`src/rtl/cu_pkg.sv`:
```
// rtl/cu_pkg.sv - shared control-unit package: fetch widths, reset PC, fetch queue entry type
//
// Purpose: constants and types shared by the fetch stage and the control unit.
// Ports: none (package).

package cu_pkg;

  localparam int PC_WIDTH         = 7;
  localparam int INSTRUCTION_SIZE = 32;
  localparam int FETCH_DEPTH      = 4;

  localparam logic [PC_WIDTH-1:0] RESET_PC = '0;

  typedef struct packed {
    logic [PC_WIDTH-1:0]         pc;
    logic [INSTRUCTION_SIZE-1:0] instr;
  } fetch_entry_t;

endpackage

```
`src/rtl/sync_fifo.sv`:
```
// rtl/sync_fifo.sv - synchronous FIFO with flush and occupancy count
//
// Purpose: in-order storage with registered entries; head visible the cycle after a push.
// Ports:
//   clk        in   clock, all state on posedge
//   rst        in   asynchronous active-low reset
//   flush      in   drop all entries (wins over a same-cycle push)
//   push       in   write push_data (ignored when full and not popping)
//   push_data  in   WIDTH-bit entry to write
//   pop        in   consume head (ignored when empty)
//   pop_data   out  head entry, zero when empty
//   count      out  number of stored entries (0..DEPTH)

module sync_fifo #(
  parameter int WIDTH = 8,
  parameter int DEPTH = 4
) (
  input  logic                     clk,
  input  logic                     rst,
  input  logic                     flush,
  input  logic                     push,
  input  logic [WIDTH-1:0]         push_data,
  input  logic                     pop,
  output logic [WIDTH-1:0]         pop_data,
  output logic [$clog2(DEPTH):0]   count
);

  localparam int AW = $clog2(DEPTH);

  logic [WIDTH-1:0] mem_q [DEPTH];
  logic [AW-1:0]    wptr_q, wptr_d;
  logic [AW-1:0]    rptr_q, rptr_d;
  logic [AW:0]      count_q, count_d;
  logic             do_push, do_pop;

  assign do_pop  = pop && (count_q != '0);
  // A full queue may still accept a push when the head leaves in the same cycle.
  assign do_push = push && ((count_q != (AW+1)'(DEPTH)) || do_pop);

  always_comb begin
    wptr_d  = wptr_q;
    rptr_d  = rptr_q;
    count_d = count_q;
    if (flush) begin
      wptr_d  = '0;
      rptr_d  = '0;
      count_d = '0;
    end else begin
      if (do_push) wptr_d = wptr_q + AW'(1);
      if (do_pop)  rptr_d = rptr_q + AW'(1);
      unique case ({do_push, do_pop})
        2'b10:   count_d = count_q + (AW+1)'(1);
        2'b01:   count_d = count_q - (AW+1)'(1);
        default: count_d = count_q;
      endcase
    end
  end

  always_ff @(posedge clk or negedge rst) begin
    if (!rst) begin
      wptr_q  <= '0;
      rptr_q  <= '0;
      count_q <= '0;
    end else begin
      wptr_q  <= wptr_d;
      rptr_q  <= rptr_d;
      count_q <= count_d;
    end
  end

  // Storage needs no reset: it is only read while count is non-zero.
  always_ff @(posedge clk) begin
    if (do_push && !flush) mem_q[wptr_q] <= push_data;
  end

  assign pop_data = (count_q != '0) ? mem_q[rptr_q] : '0;
  assign count    = count_q;

endmodule

```
`src/rtl/inst_prefetch.sv`:
```
// rtl/inst_prefetch.sv - sequential instruction prefetch with redirect flush
//
// Purpose: issues sequential reads to a 1-cycle-latency instruction memory, queues
// (pc, instr) pairs and presents them to the control unit over valid/ready.
// Ports:
//   clk          in   clock
//   rst          in   asynchronous active-low reset
//   imem_req     out  read strobe
//   imem_addr    out  read word address (current fetch PC)
//   imem_rdata   in   read data, valid the cycle after imem_req
//   out_valid    out  queue head holds an instruction
//   out_ready    in   control unit accepts the head
//   out_instr    out  head instruction
//   out_pc       out  head PC
//   redirect     in   control transfer: flush and restart at redirect_pc
//   redirect_pc  in   new fetch target

module inst_prefetch
  import cu_pkg::*;
#(
  parameter int DEPTH = FETCH_DEPTH
) (
  input  logic                        clk,
  input  logic                        rst,
  output logic                        imem_req,
  output logic [PC_WIDTH-1:0]         imem_addr,
  input  logic [INSTRUCTION_SIZE-1:0] imem_rdata,
  output logic                        out_valid,
  input  logic                        out_ready,
  output logic [INSTRUCTION_SIZE-1:0] out_instr,
  output logic [PC_WIDTH-1:0]         out_pc,
  input  logic                        redirect,
  input  logic [PC_WIDTH-1:0]         redirect_pc
);

  localparam int CW = $clog2(DEPTH) + 1;

  logic [PC_WIDTH-1:0] fetch_pc_q, fetch_pc_d;
  logic [PC_WIDTH-1:0] inflight_pc_q, inflight_pc_d;
  logic                inflight_q, inflight_d;
  logic                kill_q, kill_d;

  logic [CW-1:0]       count;
  logic [CW:0]         used;
  logic                issue, push, pop;
  fetch_entry_t        push_entry, head_entry;

  // Credit counts queued entries plus the read in flight; a same-cycle pop
  // gives no credit so the issue path never depends on out_ready.
  assign used  = {1'b0, count} + {{CW{1'b0}}, inflight_q};
  assign issue = rst && !redirect && (used < (CW+1)'(DEPTH));

  assign push = inflight_q && !kill_q;
  assign pop  = out_valid && out_ready;

  assign push_entry = '{pc: inflight_pc_q, instr: imem_rdata};

  always_comb begin
    fetch_pc_d    = fetch_pc_q;
    inflight_pc_d = inflight_pc_q;
    inflight_d    = issue;
    // A response already on its way when the redirect lands belongs to the old stream.
    kill_d        = redirect && inflight_q;
    if (redirect) begin
      fetch_pc_d = redirect_pc;
    end else if (issue) begin
      fetch_pc_d    = fetch_pc_q + PC_WIDTH'(1);
      inflight_pc_d = fetch_pc_q;
    end
  end

  always_ff @(posedge clk or negedge rst) begin
    if (!rst) begin
      fetch_pc_q    <= RESET_PC;
      inflight_pc_q <= RESET_PC;
      inflight_q    <= 1'b0;
      kill_q        <= 1'b0;
    end else begin
      fetch_pc_q    <= fetch_pc_d;
      inflight_pc_q <= inflight_pc_d;
      inflight_q    <= inflight_d;
      kill_q        <= kill_d;
    end
  end

  // Flush outranks the push of a response arriving in the redirect cycle.
  sync_fifo #(
    .WIDTH ($bits(fetch_entry_t)),
    .DEPTH (DEPTH)
  ) u_queue (
    .clk       (clk),
    .rst       (rst),
    .flush     (redirect),
    .push      (push),
    .push_data (push_entry),
    .pop       (pop),
    .pop_data  (head_entry),
    .count     (count)
  );

  assign imem_req  = issue;
  assign imem_addr = fetch_pc_q;
  assign out_valid = (count != '0);
  assign out_instr = head_entry.instr;
  assign out_pc    = head_entry.pc;

endmodule

```
`config.mk`:
```
export PLATFORM = sky130hd
export DESIGN_NAME = inst_prefetch
export DESIGN_NICKNAME = d
export VERILOG_FILES = /design/src/rtl/cu_pkg.sv /design/src/rtl/sync_fifo.sv /design/src/rtl/inst_prefetch.sv
export SDC_FILE = /design/constraint.sdc
export NUM_CORES = 1
export LEC_CHECK = 0
export CORE_MARGIN = 2
export CORE_UTILIZATION = 59
export DETAILED_ROUTE_END_ITERATION = 8
export PLACE_DENSITY = 0.83
export SETUP_SLACK_MARGIN = 0.3
export SLEW_MARGIN = 20
export SYNTH_ARGS = -nofsm -noshare
export SYNTH_HDL_FRONTEND = slang
export SYNTH_SLANG_ARGS = --single-unit
```
`constraint.sdc`:
```
create_clock -name clk -period 7.1 [get_ports clk]
set_input_delay 1.775 -clock clk [delete_from_list [all_inputs] [get_ports clk]]
set_output_delay 1.775 -clock clk [all_outputs]
set_load 0.05 [all_outputs]
```
==> out/metrics.yaml <==
clocking:
  tritoncts: "yes"
  htreeDepth: 4
  clk_latency_ns: 0.42
  post_cts.repair.setup_buffers: 0
  cts_sinks: 179
  cts_root_buf: "clkbuf_16"
  cts_resized: 0
  numCtsBuffers: 17
  path_clk_slew_ns: 0.07
  hold_buffers: 0
  clock_path_buffers: 2
power:
  power_uw: 3480
  ir_worst_vdd_mv: 0.273
  powerDensity_mw_per_mm2: 396
  leakage_uw: 0.00294
final_layout:
  final_net_count: 513
  drive_above_1_share_pct: 19.7
  final_common_cell: "edfxtp_1"
  layout_common_cells: "156 x edfxtp_1, 90 x clkdlybuf4s50_1, 40 x and2_1"
  antenna_cells: 0
  seq_area_sq_mm: 0.00526
  nFillCells: 716
  multiInputGateArea_sq_mm: 0.00176
  syn_to_final_growth_pct: 23.0
global_routing:
  grt_overflow_total: 0
  grt_usage_pct: 21.0
  grt_start_max_net_pins: 43
  grt_pass1_vias: 3711
  grt_pass1_wl_um: 19800
  antenna_found_initial: 0
sta:
  timing.final.crit_share_pct: 80.2
  setup_viol: 0
  slew_violations: 0
  fin_crit_ns: 5.69
  finClkSkew_ns: 0.00701
  setup_ws_ns: 1.41
  max_slew_margin_pct: 29.1
  setup_tns_ns: 0
  worst_pin_slew_ns: 1.06
  fmax_mhz: 176
  rsz0062_at_grt: "false"
  hold_viol: 0
die:
  fp.dieArea_sq_mm: 0.0130
  fp.dieH_um: 114
  io_pins: 91
  initial_core_util_pct: 60.0
  num_rows: 40
  core_sq_mm: 0.0119
  die_w_um: 114
critical_path:
  critPathKind: "input port to primary output"
  cp_max_fo: 25
  start_kind: "input port"
  required_ns: 5.33
  endpoint_kind: "primary output"
  crit_arrival_ns: 3.92
logic_synthesis:
  ys_types: 40
  synthesis.nets: 417
  syn_avg_cell_area_sq_um: 19.4
  synth_async_sr_flop_share_pct: 12.8
  syn_inst: 368
  yosysWarnings: 0
  ys.flop_type: "edfxtp_1"
  ys_ff_latch: 179
  yosysSeqAreaShare_pct: 73.6
  synth_edf_count: 156
  syn_area_sq_mm: 0.00715
routing:
  num_vias: 3662
  first_pass_iters: 4
  route.layer.met1.wl_um: 5370
  avgRoutedWirePerCell_um: 20.2
  vias_per_cell: 5.87
  drc_errors: 0
  routed.top_layer: "met4"
  drt_wl_total_um: 12600
  wl_met3_um: 620
  detail-route-antenna-nets: 0
  wl_met2_um: 6500
  drt_iter0_markers: 258
status:
  status: "completed"
place:
  place_congestion: 0.862
  portBuffers: 90
  pre_cts_slack_ns: 1.39
  place_hpwl_um: 7160
hold_path:
  min_path_type: "flip-flop to flip-flop"
run:
  drv_cap: 0
-- cell families after synthesis --
kind of cell / Yosys count / synth area share [%]
AOI/OAI and AO/OA: 21 / 2.21
xor gates and xnor gates: 3 / 0.368
adders and majority gates: 6 / 1.16
buffers and inverters: 22 / 1.77
DFF: 179 / 73.6
muxes: 48 / 13.7
and+or+nand+nor: 89 / 7.16
-- critical path, cell delays in order --
cell	delay, ns
clkdlybuf4s50_1	0.45
buf_4	0.30
nand3_2	0.34
inv_1	0.22
clkdlybuf4s50_1	0.83
-- cell usage after synthesis, types with 3 or more instances --
| cell | n | area, sq um |
|---|---|---|
| clkbuf_1 | 6 | 22.5 |
| nand2b_1 | 3 | 18.8 |
| a31oi_1 | 5 | 31.3 |
| o311ai_0 | 3 | 26.3 |
| inv_1 | 5 | 18.8 |
| dfrtp_1 | 23 | 576 |
| nor2b_1 | 4 | 25.0 |
| ha_1 | 5 | 62.6 |
| a21oi_1 | 3 | 15.0 |
| nor2_1 | 11 | 41.3 |
| edfxtp_1 | 156 | 4680 |
| nand3_1 | 4 | 20.0 |
| mux2_2 | 6 | 67.6 |
| and2_1 | 44 | 275 |
| buf_6 | 5 | 56.3 |
| mux4_2 | 39 | 878 |
| nand2_1 | 13 | 48.8 |
-- registers in the layout, indices dropped and copies added (netlist names) --
signal	cells
inflight_q	1
inflight_pc_q	7
u_queue.count	3
u_queue.rptr_q	2
kill_q	1
u_queue.mem_q	156
imem_addr	7
u_queue.wptr_q	2
-- power by group --
part	switching, uW	internal, uW	leakage, uW
clock	384	591	0.000296
sequential	100	1220	0.00170
combinational	719	469	0.000940
-- final timing paths --
path                             startpoint              endpoint  slack [ns]  cells past startpoint
setup / recovery                        rst              imem_req        1.41                      5
hold / removal             inflight_pc_q[2]  u_queue.mem_q[2][34]        0.53                      0
setup reg to reg           u_queue.count[0]  u_queue.mem_q[1][20]        4.59                      4
hold reg to reg            inflight_pc_q[2]  u_queue.mem_q[2][34]        0.53                      0
max in group asynchronous               rst     u_queue.rptr_q[1]        5.13                      2
min in group asynchronous               rst          imem_addr[6]        1.70                      2
-- per-stage QoR --
step / std cells / instance area, sq um / util, % / hold slack [ns]
2_1_floorplan: 368 / 7150 / - / 0.471
6_report: 624 / 8790 / 73.8 / 0.527
4_1_cts: 624 / 8790 / 73.8 / 0.528
3_5_place_dp: 592 / 8160 / 68.5 / 0.512
5_1_grt: 624 / 8790 / 73.8 / 0.550
3_3_place_gp: 592 / 8160 / 68.5 / 0.492
-- final cells by class --
type | instances | share of cell area [%]
inverter | 6 | 0.256
sequential | 179 | 59.9
tap | 147 | 2.09
multi-input combinational | 167 | 20.1
timing repair buffer | 93 | 10.5
clock inverter | 15 | 2.32
clock buffer | 17 | 4.84
-- per-layer routing --
layer / track usage, % / up-vias
met4: 8.46 / 0
met3: 5.03 / 11
met5: 0 / -
li1: - / 1644
met2: 34.0 / 123
met1: 27.8 / 1884
No activity file was read; power rests on OpenSTA's default activity.
